`src/rtl/hazard_bubble_ctrl.sv`:
```
// Load-use hazard bubble injector and taken-branch IF/ID flush for the ID stage, with debug counters.
// Latency: control outputs are combinational from state and inputs; state and counters update on posedge.
// Backpressure: a hazard holds PC and IF/ID and bubbles ID/EX for exactly LOAD_STALL_CYCLES cycles.
module hazard_bubble_ctrl #(
    parameter int LOAD_STALL_CYCLES = 1,
    parameter int CNT_W             = 16
) (
    input  logic             clk_i,
    input  logic             rst_i,
    input  logic [4:0]       IFID_rs_i,
    input  logic [4:0]       IFID_rt_i,
    input  logic             uses_rt_i,
    input  logic             IDEX_MemRead_i,
    input  logic [4:0]       IDEX_rt_i,
    input  logic             branch_taken_i,
    input  logic [1:0]       ctrl_WB_i,
    input  logic [1:0]       ctrl_M_i,
    input  logic [3:0]       ctrl_EX_i,
    output logic [1:0]       ctrl_WB_o,
    output logic [1:0]       ctrl_M_o,
    output logic [3:0]       ctrl_EX_o,
    output logic             PC_write_o,
    output logic             IFID_write_o,
    output logic             IFID_flush_o,
    output logic [1:0]       state_o,
    output logic [CNT_W-1:0] stall_cnt_o,
    output logic [CNT_W-1:0] flush_cnt_o
);

    typedef enum logic [1:0] {
        RUN   = 2'b00,
        STALL = 2'b01
    } state_t;

    state_t     state, state_nxt;
    logic [3:0] remain, remain_nxt;
    logic       hz;
    logic       bubble;
    logic       flush_evt;

    // Load in EX writes a register the ID instruction reads; $zero is never a real dependency.
    always_comb begin
        hz = IDEX_MemRead_i && (IDEX_rt_i != 5'd0) &&
             ((IDEX_rt_i == IFID_rs_i) || (uses_rt_i && (IDEX_rt_i == IFID_rt_i)));
    end

    // Next state and event decode; branch is ignored while bubbling since its operands may be stale.
    always_comb begin
        state_nxt  = state;
        remain_nxt = remain;
        bubble     = 1'b0;
        flush_evt  = 1'b0;
        case (state)
            RUN: begin
                if (hz) begin
                    bubble = 1'b1;
                    if (LOAD_STALL_CYCLES > 1) begin
                        state_nxt  = STALL;
                        remain_nxt = 4'(LOAD_STALL_CYCLES - 1);
                    end
                end else if (branch_taken_i) begin
                    flush_evt = 1'b1;
                end
            end
            STALL: begin
                bubble = 1'b1;
                if (remain == 4'd1) begin
                    state_nxt = RUN;
                end
                remain_nxt = remain - 4'd1;
            end
            default: begin
                state_nxt  = RUN;
                remain_nxt = 4'd0;
            end
        endcase
    end

    // Control fields to ID/EX and pipeline enables; everything held low while in reset.
    always_comb begin
        ctrl_WB_o    = 2'b00;
        ctrl_M_o     = 2'b00;
        ctrl_EX_o    = 4'b0000;
        PC_write_o   = 1'b0;
        IFID_write_o = 1'b0;
        IFID_flush_o = 1'b0;
        if (rst_i && !bubble) begin
            ctrl_WB_o    = ctrl_WB_i;
            ctrl_M_o     = ctrl_M_i;
            ctrl_EX_o    = ctrl_EX_i;
            PC_write_o   = 1'b1;
            IFID_write_o = 1'b1;
            IFID_flush_o = flush_evt;
        end
    end

    // State and remaining-bubble register.
    always_ff @(posedge clk_i or negedge rst_i) begin
        if (!rst_i) begin
            state  <= RUN;
            remain <= 4'd0;
        end else begin
            state  <= state_nxt;
            remain <= remain_nxt;
        end
    end

    // Saturating debug counters: one count per bubble cycle and per flush issued.
    always_ff @(posedge clk_i or negedge rst_i) begin
        if (!rst_i) begin
            stall_cnt_o <= '0;
            flush_cnt_o <= '0;
        end else begin
            if (bubble && (stall_cnt_o != {CNT_W{1'b1}})) begin
                stall_cnt_o <= stall_cnt_o + 1'b1;
            end
            if (flush_evt && (flush_cnt_o != {CNT_W{1'b1}})) begin
                flush_cnt_o <= flush_cnt_o + 1'b1;
            end
        end
    end

    assign state_o = state;

endmodule

```
`config.mk`:
```
export PLATFORM = sky130hd
export DESIGN_NAME = hazard_bubble_ctrl
export DESIGN_NICKNAME = d
export VERILOG_FILES = /design/src/rtl/hazard_bubble_ctrl.sv
export SDC_FILE = /design/constraint.sdc
export NUM_CORES = 1
export LEC_CHECK = 0
export CAP_MARGIN = 5
export CORE_ASPECT_RATIO = 0.7
export CORE_MARGIN = 8
export CORE_UTILIZATION = 35
export DETAILED_ROUTE_END_ITERATION = 8
export GPL_ROUTABILITY_DRIVEN = 0
export HOLD_SLACK_MARGIN = 0.08
export PLACE_DENSITY = 0.72
export SLEW_MARGIN = 5
export SYNTH_ARGS = -nofsm -noshare
export SYNTH_HDL_FRONTEND = slang
export SYNTH_SLANG_ARGS = --single-unit
```
`constraint.sdc`:
```
create_clock -name clk_i -period 3.25 [get_ports clk_i]
set_input_delay 0.975 -clock clk_i [delete_from_list [all_inputs] [get_ports clk_i]]
set_output_delay 0.975 -clock clk_i [all_outputs]
set_load 0.05 [all_outputs]
```
=== Word-level counts from Yosys, hierarchy flattened ===
Index checks and enable logic that the tools add are counted.

* Logic and storage cells: 39
* Register bits: 38
* Output and inout port bits: 45
* Input bits: 28

* Equal/unequal tests: 7
* Reduce and logical (&&, ||, !) cells: 11
* Multiplexer cells: 13
* $add $sub $neg: 3
* Bitwise logic cells: 1

{| class="wikitable"
|+ Operator list
! operator !! number
|-
| 16-bit by 1-bit adder with 16-bit output (second input constant) || 2
|-
| 16-bit inequality test (second input constant) || 2
|-
| 5-bit equality test || 2
|-
| 4-bit one-hot mux with 2 select lines || 1
|-
| 1-bit logical AND || 6
|-
| 1-bit two-way mux || 6
|-
| 2-bit two-way mux || 3
|-
| 5-bit nonzero test || 1
|-
| 4-bit by 1-bit equality test with 1-bit output (second input constant) || 1
|-
| 4-bit two-way mux || 1
|-
| 2-bit one-hot mux with 2 select lines || 1
|-
| 4-bit by 1-bit subtractor with 4-bit output (second input constant) || 1
|-
| 2-bit by 1-bit equality test with 1-bit output (second input constant) || 1
|-
| 2-bit logical NOT || 1
|-
| 2-bit inequality test (second input constant) || 1
|-
| 1-bit one-hot mux with 2 select lines || 1
|-
| 2-bit AND reduction || 1
|-
| 1-bit logical NOT || 1
|-
| 1-bit logical OR || 1
|-
| 1-bit NOT || 1
|}

=== Logic depth before layout (Yosys ltp) ===
Gate-level depths: netlist (run 1).

* Depth after elaboration: 9
* Gate-level depth with buffers: 8
* Mapped depth without buffers: 7

=== Least setup slack after synthesis (run 1) ===
No wires, ideal clock.

* Path type: input -> output
* Start: input port IDEX_rt_i[1]
* End: output port PC_write_o
* Data arrival time: 2.804 ns
* Data required time: 2.275 ns
* Stages on the path: 7
* Path buffers: 2
* Slack: -0.529 ns
* Path through: or4_1 o21ai_1 inv_2 nand2_2 clkbuf_1 and2_1 buf_4

* Longest elaborated chain between the ends: 9
* Elaborated cells between the ends (all ways): 12
* Those cells by class: eq/ne (2); mux (3); reduce/logical (7)

{| class="wikitable"
|+ RTL lines
! what !! RTL line !! source
|-
| start: declaration || 14 || <nowiki>input logic [4:0] IDEX_rt_i,</nowiki>
|-
| 5-bit equality test || 44 || <nowiki>((IDEX_rt_i == IFID_rs_i) || (uses_rt_i && (IDEX_rt_i == IFID_rt_i)));</nowiki>
|-
| 1-bit logical AND || 44 ||
|-
| 1-bit logical OR || 44 ||
|-
| 1-bit logical AND * || 43 || <nowiki>hz = IDEX_MemRead_i && (IDEX_rt_i != 5'd0) &&</nowiki>
|-
| 1-bit two-way mux * || 55 || <nowiki>if (hz) begin</nowiki>
|-
| 1-bit one-hot mux with 2 select lines * || 53 || <nowiki>case (state)</nowiki>
|-
| 1-bit logical NOT * || 87 || <nowiki>if (rst_i && !bubble) begin</nowiki>
|-
| 1-bit logical AND * || 87 ||
|-
| 1-bit two-way mux * || n/a ||
|-
| end: declaration || 22 || <nowiki>output logic PC_write_o,</nowiki>
|}

Every way passes the cells marked *; elsewhere a longest branch is shown, timed or not.

=== Worst setup path in the final report (run 1) ===
* Start: input port IDEX_rt_i[1]
* End: output port IFID_flush_o

* Longest elaborated chain between the ends: 9
* Elaborated cells between the ends (all ways): 14
* Those cells by class: eq/ne (2); mux (5); reduce/logical (7)

{| class="wikitable"
|+ RTL lines
! what !! RTL line !! source
|-
| 5-bit equality test || 44 ||
|-
| 1-bit logical AND || 44 ||
|-
| 1-bit logical OR || 44 ||
|-
| 1-bit logical AND * || 43 ||
|-
| 1-bit two-way mux || 55 ||
|-
| 1-bit one-hot mux with 2 select lines || 53 ||
|-
| 1-bit logical NOT || 87 ||
|-
| 1-bit logical AND || 87 ||
|-
| 1-bit two-way mux * || 87 ||
|-
| end: declaration || 24 || <nowiki>output logic IFID_flush_o,</nowiki>
|}

Marks and branches as above.

==> impl_metrics.yaml, run 1 <==
clock_tree:
  cts_hold_buf: 0
  cts_buffer_depth: 2
  numCtsBuffers: 5
  cts.root.buffer_cell: "clkbuf_8"
  cts.reportedPaths.clkPinSlew_ns: 0.07
  clk_sink_count: 32
  cts_tree: "done"
  clock_insertion_delay_worst_skew_ns: 0.28
  cts-htree-levels: 2
timing:
  unrepaired_setup_endpoints_after_global_routing: "yes"
  tightestPinTransition_ns: 0.532
  setup_viol_count_final: 2
  achievable-frequency_ghz: 0.308
  period_minus_slack_ns: 3.25
  fin_crit_sh_pct: 100
  finalHoldViolations: 0
  final_critical_path_setup_slack_ns: -0.00198
  clock-skew-final_ns: 0.00515
  max_slew_margin_pct: 64.4
  timing_max_transition_violations_final: 0
detailed_routing:
  drc: 0
  antenna_violating_nets_post_route: 0
  initialDrtViolationCount: 91
  post_drt_wl_per_cell_um: 15.0
  drtPass1Iterations: 4
  route.final.wire_length_mm: 5.01
  avgViaCountPerCell: 5.03
  via_count: 1675
outcome:
  failing_checks: "setup timing"
  run_status: "finished, violations left"
worst_setup_path:
  rr_worst_depth: 6
  launching_element_type_of_the_critical_path: "primary input"
  rrSetupSlack_ns: 1.32
  crit-reg2reg-capture: "stall_cnt_o[15]"
  setup.worst_path.class: "primary input to output port"
  crit-reg2reg-launch: "stall_cnt_o[13]"
  critical_path.endpoint_type: "output port"
  arrival_ns: 2.28
  cp_max_fo: 6
  data_required_time_at_the_worst_endpoint_ns: 2.27
floorplan:
  number_of_rows_in_the_core_area: 21
  dieHeight_um: 75.9
  die-area_mm2: 0.00771
  boundaryPins: 73
  start_util_pct: 36.9
  core_region_area_mm2: 0.00486
  dieWidth_um: 102
power_and_ir_drop:
  irDropWorstVdd_mv: 0.235
  total_power_mw: 1.41
  power_density_mw_per_mm2: 489
  static-leakage-power_nw: 1.23
run:
  drv_cap: 0
synth:
  number_of_warning_messages_in_the_yosys_log: 0
  yosys.area_share.adder_pct: 1.39
  syn_inst: 179
  synth_area_leader_cell: "dfrtp_1"
  synth.cells.most_frequent: "dfrtp_1 (32), xnor2_1 (26), nand2_1 (16)"
  synth.mux.area_fraction_pct: 2.51
  largest_family_of_logic_cells_by_synthesized_area: "simple AND/OR/NAND/NOR gates"
  synth_top_area_share_pct: 44.6
  synth.ff_latch_count: 32
  synth_simple_gate_area_share_pct: 25.8
  mappedNetlistArea_mm2: 0.00180
  synth_area_per_cell_um2: 10.0
  synth-seq-area-share_pct: 44.6
  synth_compound_area_share_pct: 4.32
  synth_most_common_cell: "dfrtp_1"
  yosys-top-cells-area: "dfrtp_1 (45%), xnor2_1 (13%), xor2_1 (5.4%)"
  synth-main-ff-cell: "dfrtp_1"
  post_synth_num_cell_types: 36
  synth_xor_xnor_area_share_pct: 18.0
  synthArstFlopShare_pct: 100
  synth_enable_flop_cells: 0
global_route:
  first_global_vias: 1645
  grt_max_degree: 33
  global_route.usage.total_pct: 13.2
  overflow_left_after_global_routing: 0
  grt_pass1_wl_mm: 8.27
  antenna_found_initial: 0
finish:
  area_delta_synth_final_pct: 60.9
  multi_input_comb_area_mm2: 0.00103
  antenna_cells_inserted: 0
  stdcell_count: 333
  share_of_layout_cells_above_drive_strength_1_pct: 22.7
  design.final.nets: 293
  finalCoreUtilization_pct: 59.4
  layout.filler_cells: 414
  seqCellArea_um2: 801
min_path:
  worstHoldPathType: "flop to flop"
  hold_crit_start: "stall_cnt_o[8]"
  hold_path_end: "stall_cnt_o[8]"
  hold_path_depth: 1
placed_design:
  place_ws_ns: -0.388
  port_buffers: 70
  placedCellCount: 323
  place_hpwl_mm: 3.84
==> what timing repair did <==
| action | CTS | global route |
|---|---|---|
| endpoints found under the setup margin | 11 | 11 |
| pin swaps | 23 | 18 |
| resized for setup | 43 | 5 |
| gates cloned | 1 | 0 |
| setup buffers | 1 | 0 |
==> per-layer routing <==
layer  part of all wire (%)  track usage, %
met3                     11            4.65
met1                     45            17.9
met4                    2.0            4.89
met5                      0               0
met2                     42            18.5
==> area by class of cell <==
cell class | instances | area share [%]
multi-input combinational | 140 | 35.6
timing repair buffer | 81 | 30.3
sequential | 32 | 27.7
tap | 69 | 2.99
clock buffer | 5 | 2.38
clock inverter | 3 | 0.650
inverter | 3 | 0.390
==> layout by cell type (no fill, tap or decap), types with 5 or more instances in the layout <==
| cell type | synthesis | routed |
|---|---|---|
| nor3_1 | 7 | 7 |
| nand4_1 | 12 | 12 |
| dfrtp_1 | 32 | 32 |
| buf_12 | 0 | 11 |
| nand3_1 | 14 | 14 |
| and3_1 | 14 | 5 |
| xor2_1 | 11 | 11 |
| nor2_1 | 6 | 6 |
| nand2_1 | 16 | 16 |
| xnor2_1 | 26 | 24 |
| buf_4 | 4 | 10 |
| and3_4 | 0 | 9 |
| clkbuf_8 | 0 | 5 |
| dlygate4sd2_1 | 0 | 8 |
| clkdlybuf4s50_1 | 0 | 44 |
==> logic make-up after synthesis <==
kind of cell	after synthesis
simple gates	85
xor+xnor	37
flops	32
compound gates	9
buf+inv	9
mux	4
fa+ha+maj	2
other cells	1
==> worst max-delay path by stage <==
stage                 start            to  slack (ns)  cells past startpoint
6_report       IDEX_rt_i[1]  IFID_flush_o      -0.002                      7
5_1_grt        IFID_rs_i[1]  ctrl_EX_o[0]       -0.07                      7
4_1_cts        IDEX_rt_i[2]  IFID_flush_o       -0.04                      7
3_5_place_dp   IDEX_rt_i[2]   ctrl_M_o[0]       -0.39                      7
3_3_place_gp   IDEX_rt_i[1]  IFID_flush_o       -0.35                      7
2_1_floorplan  IDEX_rt_i[1]    PC_write_o       -0.08                      7
==> registers in the layout (all words and copies together), names as in the netlist <==
name         flops
stall_cnt_o     16
flush_cnt_o     16
==> through the flow <==
step	area (µm²)	hold WS, ns	TNS [ns]
floorplan	1840	0.679	-0.216
global placement	2750	0.483	-3.80
detailed placement	2750	0.493	-4.18
CTS	2880	0.503	-0.228
global route	2890	0.523	-0.470
finish	2890	0.497	-0.00354
==> critical path, stage by stage <==
cell,delay [ns]
buf_6,0.09
or4_4,0.53
o21ai_2,0.14
inv_2,0.09
nand2_4,0.11
and3_4,0.21
buf_12,0.13
==> power by group <==
group | internal, mW | switching (mW) | total, mW | leakage [nW]
clock network | 0.149 | 0.151 | 0.300 | 0.0479
logic | 0.233 | 0.350 | 0.583 | 0.760
registers | 0.455 | 0.0752 | 0.530 | 0.427
No activity file was read; power rests on OpenSTA's default activity.
==> run 2: changes to the inputs <==
--- a/config.mk
+++ b/config.mk
@@ -6,13 +6,15 @@
 export NUM_CORES = 1
 export LEC_CHECK = 0
 export CAP_MARGIN = 5
+export CELL_PAD_IN_SITES_DETAIL_PLACEMENT = 1
+export CELL_PAD_IN_SITES_GLOBAL_PLACEMENT = 1
 export CORE_ASPECT_RATIO = 0.7
 export CORE_MARGIN = 8
-export CORE_UTILIZATION = 35
+export CORE_UTILIZATION = 29
 export DETAILED_ROUTE_END_ITERATION = 8
 export GPL_ROUTABILITY_DRIVEN = 0
 export HOLD_SLACK_MARGIN = 0.08
-export PLACE_DENSITY = 0.72
+export PLACE_DENSITY = 0.79
 export SLEW_MARGIN = 5
 export SYNTH_ARGS = -nofsm -noshare
 export SYNTH_HDL_FRONTEND = slang
==> run 2 against run 1 <==
  * The flow still finishes with violations (setup timing)
  * Register-to-register slack is essentially flat
  * Largest cell class unchanged
  * Flip-flop and latch count is the same
  * Routed wire length grew 13%
  * Cell count grew 3.6%
  * Hold slack lost 0.0030 ns
  * Sequential share of layout area shrank 1.2 points
  * Clock skew grew 0.0028 ns
  * Critical path depth is the same
  * Core utilization shrank 9.8 points
  * Total power grew 9.7%
  * Critical path type unchanged
  * Highest routed layer unchanged
==> impl_metrics.yaml, run 2 (synthesis gave the netlist of run 1 again) <==
worst_setup_path:
  cp_top_family: "simple AND/OR/NAND/NOR gates"
  critical_path.slowest_cell: "or4_4"
  crit-reg2reg-launch: "flush_cnt_o[0]"
  cp_max_fo: 6
  worst_path_largest_cell_delay_ns: 0.52
  arrival_ns: 2.28
  critical_path_cell_sequence: "buf_8 > or4_4 > o21ai_2 > inv_2 > nand2_4 > and3_4 > buf_12"
  rrSetupSlack_ns: 1.31
  launching_element_type_of_the_critical_path: "primary input"
  rr_worst_depth: 7
  critical_path.endpoint_type: "output port"
  critical_path.n_buffers_inverters: 3
  data_required_time_at_the_worst_endpoint_ns: 2.27
  setup.worst_path.class: "primary input to output port"
  crit-reg2reg-capture: "flush_cnt_o[1]"
power_and_ir_drop:
  net_sw_share_pct: 37.6
  power_density_mw_per_mm2: 513
  clkPwrFrac_pct: 27.0
  static-leakage-power_nw: 1.30
  power.sequential.fraction_pct: 34.3
  total_power_mw: 1.55
  p_sw_uw: 583
  irDropWorstVdd_mv: 0.230
  power.share.combinational_pct: 38.8
  int_power_uw: 967
clock_tree:
  cts.root.buffer_cell: "clkbuf_8"
  clock_insertion_delay_worst_skew_ns: 0.29
  numCtsBuffers: 5
  clk_sink_count: 32
  cts-htree-levels: 2
  cts_buffer_depth: 2
  cts_tree: "done"
  cts_hold_buf: 0
  cts.reportedPaths.clkPinSlew_ns: 0.06
detailed_routing:
  avgViaCountPerCell: 4.88
  drtPass1Iterations: 4
  initialDrtViolationCount: 77
  via_count: 1683
  post_drt_wl_per_cell_um: 16.4
  route.final.wire_length_mm: 5.67
  drc: 0
  antenna_violating_nets_post_route: 0
global_route:
  grt_max_degree: 33
  first_global_vias: 1721
  overflow_left_after_global_routing: 0
  global_route.usage.total_pct: 12.9
  antenna_found_initial: 0
  grt_pass1_wl_mm: 8.96
outcome:
  failing_checks: "setup timing"
  run_status: "finished, violations left"
timing:
  timing.hold.ws_ns: 0.494
  timing_max_transition_violations_final: 0
  tightestPinTransition_ns: 0.557
  finalHoldViolations: 0
  clock-skew-final_ns: 0.00800
  achievable-frequency_ghz: 0.307
  unrepaired_setup_endpoints_after_global_routing: "yes"
  fin_crit_sh_pct: 100
  totalNegativeSetupSlack_ns: -0.0321
  setup_viol_count_final: 6
  period_minus_slack_ns: 3.26
  final_critical_path_setup_slack_ns: -0.00778
  max_slew_margin_pct: 62.8
finish:
  final_common_cell: "clkdlybuf4s50_1"
  stdcell_count: 345
  layout_common_cells: "clkdlybuf4s50_1 (43), dfrtp_1 (32), xnor2_1 (19)"
  area_delta_synth_final_pct: 68.4
  layout_cell_area_excl_fill_mm2: 0.00302
  reg_top3: "flush_cnt_o: 16 flops, stall_cnt_o: 16 flops"
  share_of_layout_cells_above_drive_strength_1_pct: 27.3
  antenna_cells_inserted: 0
  design.final.nets: 296
floorplan:
  core_region_area_mm2: 0.00610
  start_util_pct: 29.5
  number_of_rows_in_the_core_area: 24
  dieHeight_um: 81.8
  die-area_mm2: 0.00900
  boundaryPins: 73
  dieWidth_um: 110
placed_design:
  port_buffers: 70
  place_hpwl_mm: 4.29
  placedInstanceArea_mm2: 0.00275
  placedCellCount: 332
min_path:
  hold_path_depth: 1
  hold_path_end: "stall_cnt_o[8]"
  hold_crit_start: "stall_cnt_o[8]"
  worstHoldPathType: "flop to flop"
run:
  drv_cap: 0
[run 2: changes by cell type in the layout (fill, tap and decap cells not counted), moves of 2 or more]
cell	before	now
xnor2_1	24	19
clkbuf_2	1	4
clkbuf_8	5	7
dlygate4sd2_1	8	2
clkinv_2	2	0
clkdlybuf4s15_1	2	5
xnor2_2	2	6
buf_6	3	6
[run 2: per-layer routing]
layer	global-route usage, %	vias up	part of all wire, %
li1	-	806	-
met1	16.6	811	46
met2	19.4	61	43
met3	5.33	5	10
met4	4.03	0	1.1
met5	0	-	0
[run 2: cell type report]
cell class                 instances  area [µm²]
fill                             680        3070
timing repair buffer              84         906
clock buffer                       7        96.3
clock inverter                     1        30.0
tap                               78        97.6
multi-input combinational        140        1080
inverter                           3        11.3
sequential                        32         801
[run 2: metrics by stage]
stage               worst slack [ns]  utilization, %
floorplan                    -0.0798               -
global placement              -0.395            45.1
detailed placement            -0.432            45.1
CTS                          -0.0535            48.1
global route                 -0.0564            49.6
finish                      -0.00778            49.6
[run 2: worst max-delay path by stage]
stage,end,start,cells after the start
3_5_place_dp,ctrl_EX_o[3],IDEX_rt_i[1],7
5_1_grt,ctrl_M_o[0],IDEX_rt_i[1],7
3_3_place_gp,IFID_flush_o,IDEX_rt_i[1],7
4_1_cts,ctrl_EX_o[3],IDEX_rt_i[1],7
2_1_floorplan,PC_write_o,IDEX_rt_i[1],7
6_report,ctrl_M_o[0],IDEX_rt_i[1],7
[run 2: power groups by stage]
stage          registers, mW  logic (mW)  clock network (mW)
5_1_grt                0.543       0.634               0.450
3_3_place_gp           0.536       0.576                   0
2_1_floorplan          0.719       0.160                   0
6_report               0.531       0.601               0.418
4_1_cts                0.532       0.592               0.430
3_5_place_dp           0.538       0.584                   0
[run 2: worst reg2reg max path, delay by kind of cell (launching register included)]
family	cells	cell delay [ns]
flops	1	0.43
simple gates	2	0.39
mux	1	0.32
compound gates	2	0.29
fa+ha+maj	1	0.23
buf+inv	1	0.16
[run 2: repair_timing]
| action | in CTS | in global routing |
|---|---|---|
| setup endpoints to repair | 11 | 11 |
| setup buffers | 2 | 2 |
| cloned | 1 | 0 |
| pin swaps | 23 | 18 |
| gates resized for setup | 43 | 27 |
